## src/rtl/screen_reader_scan_ctrl.sv

```systemverilog
// Avalon-MM programmable address sequencer for the screen-reader frame-buffer port.
// Optional macro SCAN_IRQ_EN enables the IE bit and the DONE & IE level interrupt.
module screen_reader_scan_ctrl #(
  parameter int unsigned ADDR_W = 20,
  parameter int unsigned LEN_W  = 20
) (
  input  logic              clk,
  input  logic              reset,
  input  logic [1:0]        address,
  input  logic              chipselect,
  input  logic              write_n,
  input  logic [31:0]       writedata,
  output logic [31:0]       readdata,
  output logic [ADDR_W-1:0] rd_addr,
  output logic              rd_req,
  input  logic              rd_ack,
  output logic              irq
);

  typedef enum logic [0:0] {StIdle, StIssue} state_e;

  state_e            state_q, state_d;
  logic [ADDR_W-1:0] base_q, base_d;
  logic [LEN_W-1:0]  count_q, count_d;
  logic [ADDR_W-1:0] base_w_q, base_w_d;
  logic [LEN_W-1:0]  count_w_q, count_w_d;
  logic [LEN_W-1:0]  idx_q, idx_d;
  logic [ADDR_W-1:0] rd_addr_q, rd_addr_d;
  logic              wrap_q, wrap_d;
  logic              done_q, done_d;

`ifdef SCAN_IRQ_EN
  logic              ie_q, ie_d;
`else
  logic              ie_q;
  assign ie_q = 1'b0;
`endif

  logic wr, start, abort, busy, last_idx;
  logic unused_wdata;

  assign wr           = chipselect & ~write_n;
  assign start        = wr && (address == 2'd2) && writedata[0];
  assign abort        = wr && (address == 2'd2) && writedata[1];
  assign busy         = (state_q == StIssue);
  assign last_idx     = (idx_q == count_w_q - LEN_W'(1));
  assign unused_wdata = ^writedata;

  always_comb begin
    state_d   = state_q;
    base_d    = base_q;
    count_d   = count_q;
    base_w_d  = base_w_q;
    count_w_d = count_w_q;
    idx_d     = idx_q;
    rd_addr_d = rd_addr_q;
    wrap_d    = wrap_q;
    done_d    = done_q;
`ifdef SCAN_IRQ_EN
    ie_d      = ie_q;
`endif

    if (wr) begin
      unique case (address)
        2'd0: base_d = writedata[ADDR_W-1:0];
        2'd1: count_d = writedata[LEN_W-1:0];
        2'd2: begin
          wrap_d = writedata[2];
`ifdef SCAN_IRQ_EN
          ie_d   = writedata[3];
`endif
        end
        2'd3: if (writedata[1]) done_d = 1'b0;
        default: ;
      endcase
    end

    // FSM updates come after register writes so a same-cycle DONE set beats a clear.
    unique case (state_q)
      StIdle: begin
        if (start && !abort) begin
          if (count_q != '0) begin
            base_w_d  = base_q;
            count_w_d = count_q;
            idx_d     = '0;
            rd_addr_d = base_q;
            done_d    = 1'b0;
            state_d   = StIssue;
          end else begin
            done_d = 1'b1;
          end
        end
      end
      StIssue: begin
        if (abort) begin
          idx_d   = '0;
          state_d = StIdle;
        end else if (rd_ack) begin
          if (!last_idx) begin
            idx_d     = idx_q + LEN_W'(1);
            rd_addr_d = base_w_q + ADDR_W'(idx_q + LEN_W'(1));
          end else if (wrap_q) begin
            idx_d     = '0;
            rd_addr_d = base_w_q;
          end else begin
            idx_d   = '0;
            done_d  = 1'b1;
            state_d = StIdle;
          end
        end
      end
      default: state_d = StIdle;
    endcase
  end

  always_ff @(posedge clk) begin
    if (reset) begin
      state_q   <= StIdle;
      base_q    <= '0;
      count_q   <= '0;
      base_w_q  <= '0;
      count_w_q <= '0;
      idx_q     <= '0;
      rd_addr_q <= '0;
      wrap_q    <= 1'b0;
      done_q    <= 1'b0;
`ifdef SCAN_IRQ_EN
      ie_q      <= 1'b0;
`endif
    end else begin
      state_q   <= state_d;
      base_q    <= base_d;
      count_q   <= count_d;
      base_w_q  <= base_w_d;
      count_w_q <= count_w_d;
      idx_q     <= idx_d;
      rd_addr_q <= rd_addr_d;
      wrap_q    <= wrap_d;
      done_q    <= done_d;
`ifdef SCAN_IRQ_EN
      ie_q      <= ie_d;
`endif
    end
  end

  always_comb begin
    readdata = '0;
    unique case (address)
      2'd0: readdata = 32'(base_q);
      2'd1: readdata = 32'(count_q);
      2'd2: readdata = {28'd0, ie_q, wrap_q, 2'b00};
      2'd3: readdata = {20'(idx_q), 10'd0, done_q, busy};
      default: readdata = '0;
    endcase
  end

  assign rd_addr = rd_addr_q;
  assign rd_req  = busy;

`ifdef SCAN_IRQ_EN
  assign irq = done_q & ie_q;
`else
  assign irq = 1'b0;
`endif

endmodule

```

## config.mk

```make
export PLATFORM = sky130hd
export DESIGN_NAME = screen_reader_scan_ctrl
export DESIGN_NICKNAME = d
export VERILOG_FILES = /design/src/rtl/screen_reader_scan_ctrl.sv
export SDC_FILE = /design/constraint.sdc
export NUM_CORES = 1
export LEC_CHECK = 0
export BUFFER_PORTS_ARGS = -buffer_cell sky130_fd_sc_hd__buf_2
export CAP_MARGIN = 5
export CORE_MARGIN = 2
export CORE_UTILIZATION = 40
export CTS_CLUSTER_DIAMETER = 100
export DETAILED_ROUTE_END_ITERATION = 8
export PLACE_DENSITY = 0.66
export SYNTH_ARGS = -nofsm -noshare
export SYNTH_HDL_FRONTEND = slang
export SYNTH_SLANG_ARGS = --single-unit
```

## constraint.sdc

```tcl
create_clock -name clk -period 5.15 [get_ports clk]
set_input_delay 0.7725 -clock clk [delete_from_list [all_inputs] [get_ports clk]]
set_output_delay 0.7725 -clock clk [all_outputs]
set_load 0.005 [all_outputs]
```

==> results.sh, run 1 <==
export IMPL_status="complete, no violations"
export IMPL_ys_seq_elements=123
export IMPL_min_to="rd_addr[5]$_SDFFE_PP0P_"
export IMPL_hold_viol_final=0
export IMPL_min_period_ns=4.26
export IMPL_total_power_mw=2.41
export IMPL_final_common_cell="nand2_1"
export IMPL_ioPinCount=93
export IMPL_cts_sinks=123
export IMPL_drt_iter0_drc=501
export IMPL_ir_drop_v=0.000233
export IMPL_critPathMaxStageDelay_ns=0.49
export IMPL_grt_pass1_vias=6211
export IMPL_route_antenna_remaining_nets=0
export IMPL_cp_slowest_cell="dfxtp_1"
export IMPL_synth_edf_count=0
export IMPL_chipWidth_um=139
export IMPL_critPathCaptureType="flop"
export IMPL_setup_viol=0
export IMPL_grt_overflow=0
export IMPL_final_cell_mix="nand2_1, dfxtp_1, nor2_1"
export IMPL_cp_start_kind="flop"
export IMPL_synth_cell_types=64
export IMPL_ys_top_cells_by_area="dfxtp_1, mux2i_1, nand2_1"
export IMPL_stdcell_count=1200
export IMPL_drt_total_wl_mm=21.4
export IMPL_syn_area_per_cell_um2=7.93
export IMPL_clk_latency_ns=0.42
export IMPL_core_area_um2=18000
export IMPL_start_util_pct=40.8
export IMPL_root_buffer="clkbuf_16"
export IMPL_htreeDepth=4
export IMPL_cp_max_fo=8
export IMPL_worstMarginPinSlew_ns=1.00
export IMPL_drv_slew=0
export IMPL_postCtsSetupRepairBufs=0
export IMPL_io_buffers=79
export IMPL_die_area_um2=19400
export IMPL_whs_ns=0.448
export IMPL_cts_buffers=17
export IMPL_yosys_warnings=0
export IMPL_synth_top_cell_by_area="dfxtp_1"
export IMPL_regArea_um2=2460
export IMPL_ctsHoldBuffers=0
export IMPL_slew_limit_headroom_pct=32.1
export IMPL_path_cells="ha_1 > and3_1 > and3_1 > and3_1 > nand2_1 > nor2_1 > xor2_1 > ha_1 > a21oi_1 > o2111ai_1 > a21oi_1 > nor2_1 > and4_1 > nor4_1 > xnor2_1 > o22ai_1"
export IMPL_grt_start_max_net_pins=89
export IMPL_min_period_over_period_pct=82.7
export IMPL_viasPerCell=5.66
export IMPL_grt_use_total_pct=22.1
export IMPL_syn_nets=986
export IMPL_hold_depth=2
export IMPL_dr_pass1_iters=5
export IMPL_synth_async_reset_ratio_pct=0
export IMPL_fillers=1760
export IMPL_final_net_count=1019
export IMPL_clk_path_buf_depth=2
export IMPL_fmax_mhz=235
export IMPL_gp_congestion=0.906
export IMPL_powerDensity_nw_per_um2=285
export IMPL_multi_input_area_um2=4540
export IMPL_crit_top_cell="and3_1"
export IMPL_synthCells=925
export IMPL_maxCapViolCount=0
export IMPL_r2r_start="idx_q[0]$_SDFFE_PP0P_"
export IMPL_required_ns=5.42
export IMPL_dpl_cell_count=1168
export IMPL_area_delta_synth_final_pct=15.5
export IMPL_setup_reg_to_reg_worst_slack_ns=0.89
export IMPL_antenna_found_initial=0
export IMPL_grt_pass1_wl_mm=34.1
export IMPL_final_core_util_pct=47.2
export IMPL_critPathArrivalTime_ns=4.53
export IMPL_r2r_cells=16
export IMPL_synth_top_cell_area_share_pct=33.6
export IMPL_reg2reg_to="rd_addr[19]$_SDFFE_PP0P_"
export IMPL_antenna_diode_count=0
export IMPL_rows=49
export IMPL_dp_hpwl_mm=15.2
export IMPL_fin_setup_tns_ns=0
export IMPL_cts_tree="built"
export IMPL_hold_path_class="reg2reg"
export IMPL_wire_per_inst_um=17.8
export IMPL_cts_clk_slew_worst_paths_ns=0.05
export IMPL_hp_start="rd_addr[5]$_SDFFE_PP0P_"
export IMPL_vias=6792
export IMPL_die_h_um=139
export IMPL_ys_seq_area_share_pct=33.6
export IMPL_cts_resized=0
export IMPL_remaining_drc_errors=0
export IMPL_rsz0062_at_grt="false"
export IMPL_synth_main_ff_cell="dfxtp_1"
export IMPL_criticalPathCategory="reg2reg"
export IMPL_synth_area_um2=7340
export IMPL_p_leak_nw=3.71
export IMPL_drive_above_1_share_pct=13.9
export IMPL_skew_ns=0.00582
synthesized netlist by cell type, types with 3 or more instances:
cell type	number
nand2_1	132
dfxtp_1	123
nor2_1	105
a21oi_1	88
mux2i_1	78
clkbuf_1	62
o21ai_0	31
xnor2_1	31
xor2_1	25
ha_1	21
and3_1	20
nand3_1	19
a311oi_1	12
nor3_1	11
nor4_1	11
or3_1	11
a211o_1	10
inv_1	9
a21o_1	8
a22oi_1	8
buf_2	7
nand4_1	7
nor2b_1	7
nand2b_1	6
a2111oi_0	5
a211oi_1	5
o211ai_1	5
a31oi_1	4
and4_1	4
nand3b_1	4
a22o_1	3
and2_1	3
buf_4	3
nor3b_1	3
o2111ai_1	3
o31ai_1	3
cell type report:
class | count | share of cell area, %
tap | 229 | 3.38
timing repair buffer | 90 | 5.67
multi-input combinational | 717 | 53.6
clock inverter | 11 | 2.23
sequential | 123 | 29.1
clock buffer | 21 | 5.67
inverter | 9 | 0.399
worst max-delay path: cells and delay by family (launching register included):
| kind | cells | cell delay (ns) |
|---|---|---|
| and+or+nand+nor | 8 | 1.78 |
| AOI/OAI and AO/OA | 4 | 0.78 |
| adders and majority gates | 2 | 0.60 |
| DFF | 1 | 0.49 |
| xor gates and xnor gates | 2 | 0.46 |
cells by family after synthesis:
family / Yosys count / synth area share, %
other: 1 / 0.0511
muxes: 79 / 10.8
DFF: 123 / 33.6
buffers and inverters: 85 / 4.88
and+or+nand+nor: 357 / 22.6
xor gates and xnor gates: 56 / 6.69
AOI/OAI and AO/OA: 202 / 17.6
adders and majority gates: 22 / 3.85
flip-flops by register name, indices dropped and copies added (netlist names):
name / cells
count_w_q: 20
count_q: 20
idx_q: 20
done_q: 1
base_q: 20
wrap_q: 1
rd_addr: 20
rd_req: 1
base_w_q: 20
per-stage QoR:
stage,instance area [µm²],setup WS (ns)
after detailed placement,7800,0.953
after floorplan,7340,1.61
after global routing,8470,0.538
after global placement,7800,1.01
final,8470,0.890
after CTS,8470,0.915
worst max path at each step:
stage / from / to / slack (ns) / depth (start not counted)
floorplan: idx_q[1]$_SDFFE_PP0P_ / rd_addr[19]$_SDFFE_PP0P_ / 1.61 / 18
global placement: idx_q[0]$_SDFFE_PP0P_ / rd_addr[19]$_SDFFE_PP0P_ / 1.01 / 17
detailed placement: idx_q[0]$_SDFFE_PP0P_ / rd_addr[19]$_SDFFE_PP0P_ / 0.95 / 17
CTS: idx_q[0]$_SDFFE_PP0P_ / rd_addr[19]$_SDFFE_PP0P_ / 0.92 / 17
global route: idx_q[0]$_SDFFE_PP0P_ / rd_addr[19]$_SDFFE_PP0P_ / 0.54 / 16
finish: idx_q[0]$_SDFFE_PP0P_ / rd_addr[19]$_SDFFE_PP0P_ / 0.89 / 16
report_power, final:
group          switching (mW)  internal (mW)
clock network           0.443          0.907
logic                  0.0629         0.0280
registers              0.0102          0.959
per-layer routing:
metal / vias up / track usage [%] / share of wire [%]
li1: 3344 / - / -
met1: 3182 / 30.4 / 45
met2: 239 / 34.3 / 46
met3: 27 / 4.09 / 6.3
met4: 0 / 8.83 / 2.7
met5: - / 0 / 0
No activity file was read; power rests on OpenSTA's default activity.
==> inputs of run 2 (changes only) <==
clock period = 4.45 ns   (was 5.15 ns; I/O delays follow)
==> run 2 against run 1 <==
Compared with the run above:
- final cell count grew 0.50%
- via count grew 0.54%
- critical path depth is the same
- critical path type unchanged
- largest power group unchanged
==> results.sh, run 2 (synthesized netlist as in run 1, its figures left out) <==
export IMPL_required_ns=4.73
export IMPL_maxCapViolCount=0
export IMPL_grt_pass1_wl_mm=33.3
export IMPL_vias=6829
export IMPL_die_h_um=139
export IMPL_post_place_ws_ns=0.352
export IMPL_dpl_cell_count=1174
export IMPL_setup_viol=0
export IMPL_drt_iter0_drc=557
export IMPL_reg2reg_to="rd_addr[19]$_SDFFE_PP0P_"
export IMPL_fin_area_um2=8470
export IMPL_grt_start_max_net_pins=70
export IMPL_slew_limit_headroom_pct=37.8
export IMPL_grt_use_total_pct=21.7
export IMPL_grt_overflow=0
export IMPL_stdcell_count=1206
export IMPL_antenna_diode_count=0
export IMPL_switchingPower_mw=0.594
export IMPL_core_area_um2=18000
export IMPL_chipWidth_um=139
export IMPL_setup_reg_to_reg_worst_slack_ns=0.35
export IMPL_drive_above_1_share_pct=14.3
export IMPL_p_leak_nw=3.72
export IMPL_critPathCaptureType="flop"
export IMPL_wire_per_inst_um=17.6
export IMPL_internal_power_mw=2.07
export IMPL_gp_congestion=0.910
export IMPL_ir_drop_v=0.000240
export IMPL_die_area_um2=19400
export IMPL_hold_path_class="reg2reg"
export IMPL_status="complete, no violations"
export IMPL_ctsHoldBuffers=0
export IMPL_cp_max_fo=6
export IMPL_placed_area_um2=7850
export IMPL_fin_setup_tns_ns=0
export IMPL_top_usage_layer="met2"
export IMPL_whs_ns=0.446
export IMPL_final_cell_mix="nand2_1, dfxtp_1, nor2_1"
export IMPL_powerDensity_nw_per_um2=314
export IMPL_hold_viol_final=0
export IMPL_viasPerCell=5.66
export IMPL_cts_buffers=17
export IMPL_setup_slack_ns=0.350
export IMPL_grtUsageMet3_pct=3.82
export IMPL_final_common_cell="nand2_1"
export IMPL_start_util_pct=40.8
export IMPL_p_seq_share_pct=42.1
export IMPL_p_comb_share_pct=4.0
export IMPL_final_core_util_pct=47.1
export IMPL_r2r_cells=16
export IMPL_htreeDepth=4
export IMPL_hp_start="rd_addr[8]$_SDFFE_PP0P_"
export IMPL_total_power_mw=2.66
export IMPL_dp_hpwl_mm=15.1
export IMPL_remaining_drc_errors=0
export IMPL_fmax_mhz=244
export IMPL_regArea_um2=2460
export IMPL_clockPowerShare_pct=53.9
export IMPL_grt_pass1_vias=6026
export IMPL_min_period_ns=4.10
export IMPL_hold_depth=2
export IMPL_drv_slew=0
export IMPL_cts_clk_slew_worst_paths_ns=0.06
export IMPL_cts_tree="built"
export IMPL_grt_met2_usage_pct=32.3
export IMPL_r2r_start="idx_q[1]$_SDFFE_PP0P_"
export IMPL_dr_pass1_iters=5
export IMPL_final_net_count=1025
export IMPL_rows=49
export IMPL_cts_sinks=123
export IMPL_power_switching_share_pct=22.3
export IMPL_route_antenna_remaining_nets=0
export IMPL_multi_input_area_um2=4540
export IMPL_criticalPathCategory="reg2reg"
export IMPL_cp_start_kind="flop"
export IMPL_worstMarginPinSlew_ns=0.932
export IMPL_globalRouteMet1Util_pct=30.2
export IMPL_clk_path_buf_depth=2
export IMPL_antenna_found_initial=0
export IMPL_drt_total_wl_mm=21.3
export IMPL_ioPinCount=93
export IMPL_root_buffer="clkbuf_16"
export IMPL_fillers=1775
export IMPL_area_delta_synth_final_pct=15.4
export IMPL_clk_latency_ns=0.42
export IMPL_critPathArrivalTime_ns=4.38
export IMPL_skew_ns=0.00966
export IMPL_io_buffers=79
export IMPL_min_period_over_period_pct=92.1
export IMPL_min_to="rd_addr[8]$_SDFFE_PP0P_"
export IMPL_rsz0062_at_grt="false"
==> run 2: layout make-up <==
cell class                      count  share of cell area (%)
Multi-Input combinational cell    717                    53.7
Sequential cell                   123                    29.1
Timing Repair Buffer               96                    6.21
Clock buffer                       22                    5.60
Tap cell                          229                    3.38
Clock inverter                     10                    1.66
Inverter                            9                   0.399
==> run 2: layer usage <==
layer  vias up  part of all wire, %
met2       247                   44
met5         -                    0
met3        45                  6.3
met4         0                  4.3
li1       3359                    -
met1      3178                   45
==> run 2: critical path, cell delays in order (launching register included) <==
cell       delay, ns
dfxtp_1         0.46
ha_1            0.27
and3_1          0.27
and3_1          0.24
and3_1          0.26
nand2_1         0.12
nor2_1          0.14
xor2_1          0.23
ha_1            0.31
a21oi_1         0.28
o2111ai_1       0.17
a21oi_1         0.28
nor2_1          0.14
and4_1          0.22
nor4_2          0.31
xnor2_1         0.18
o22ai_1         0.08
==> run 2: power groups by stage <==
| stage | Combinational, mW | Sequential [mW] | Clock, mW |
|---|---|---|---|
| floorplan | 0.0647 | 1.14 | 0 |
| global placement | 0.104 | 1.15 | 0 |
| detailed placement | 0.104 | 1.15 | 0 |
| CTS | 0.105 | 1.12 | 1.45 |
| global route | 0.115 | 1.12 | 1.51 |
| finish | 0.106 | 1.12 | 1.43 |
==> run 2: worst max-delay path by stage <==
stage | startpoint | to | cells past startpoint
floorplan | idx_q[1]$_SDFFE_PP0P_ | rd_addr[19]$_SDFFE_PP0P_ | 18
global placement | idx_q[1]$_SDFFE_PP0P_ | rd_addr[19]$_SDFFE_PP0P_ | 17
detailed placement | idx_q[1]$_SDFFE_PP0P_ | rd_addr[19]$_SDFFE_PP0P_ | 17
CTS | idx_q[1]$_SDFFE_PP0P_ | rd_addr[19]$_SDFFE_PP0P_ | 17
global route | idx_q[1]$_SDFFE_PP0P_ | rd_addr[19]$_SDFFE_PP0P_ | 17
finish | idx_q[1]$_SDFFE_PP0P_ | rd_addr[19]$_SDFFE_PP0P_ | 16
==> run 2: repair_timing <==
action,4_1_cts,5_1_grt
resized for setup,0,2
hold endpoints to repair,0,0
setup endpoints to repair,0,1
setup buffers,0,0
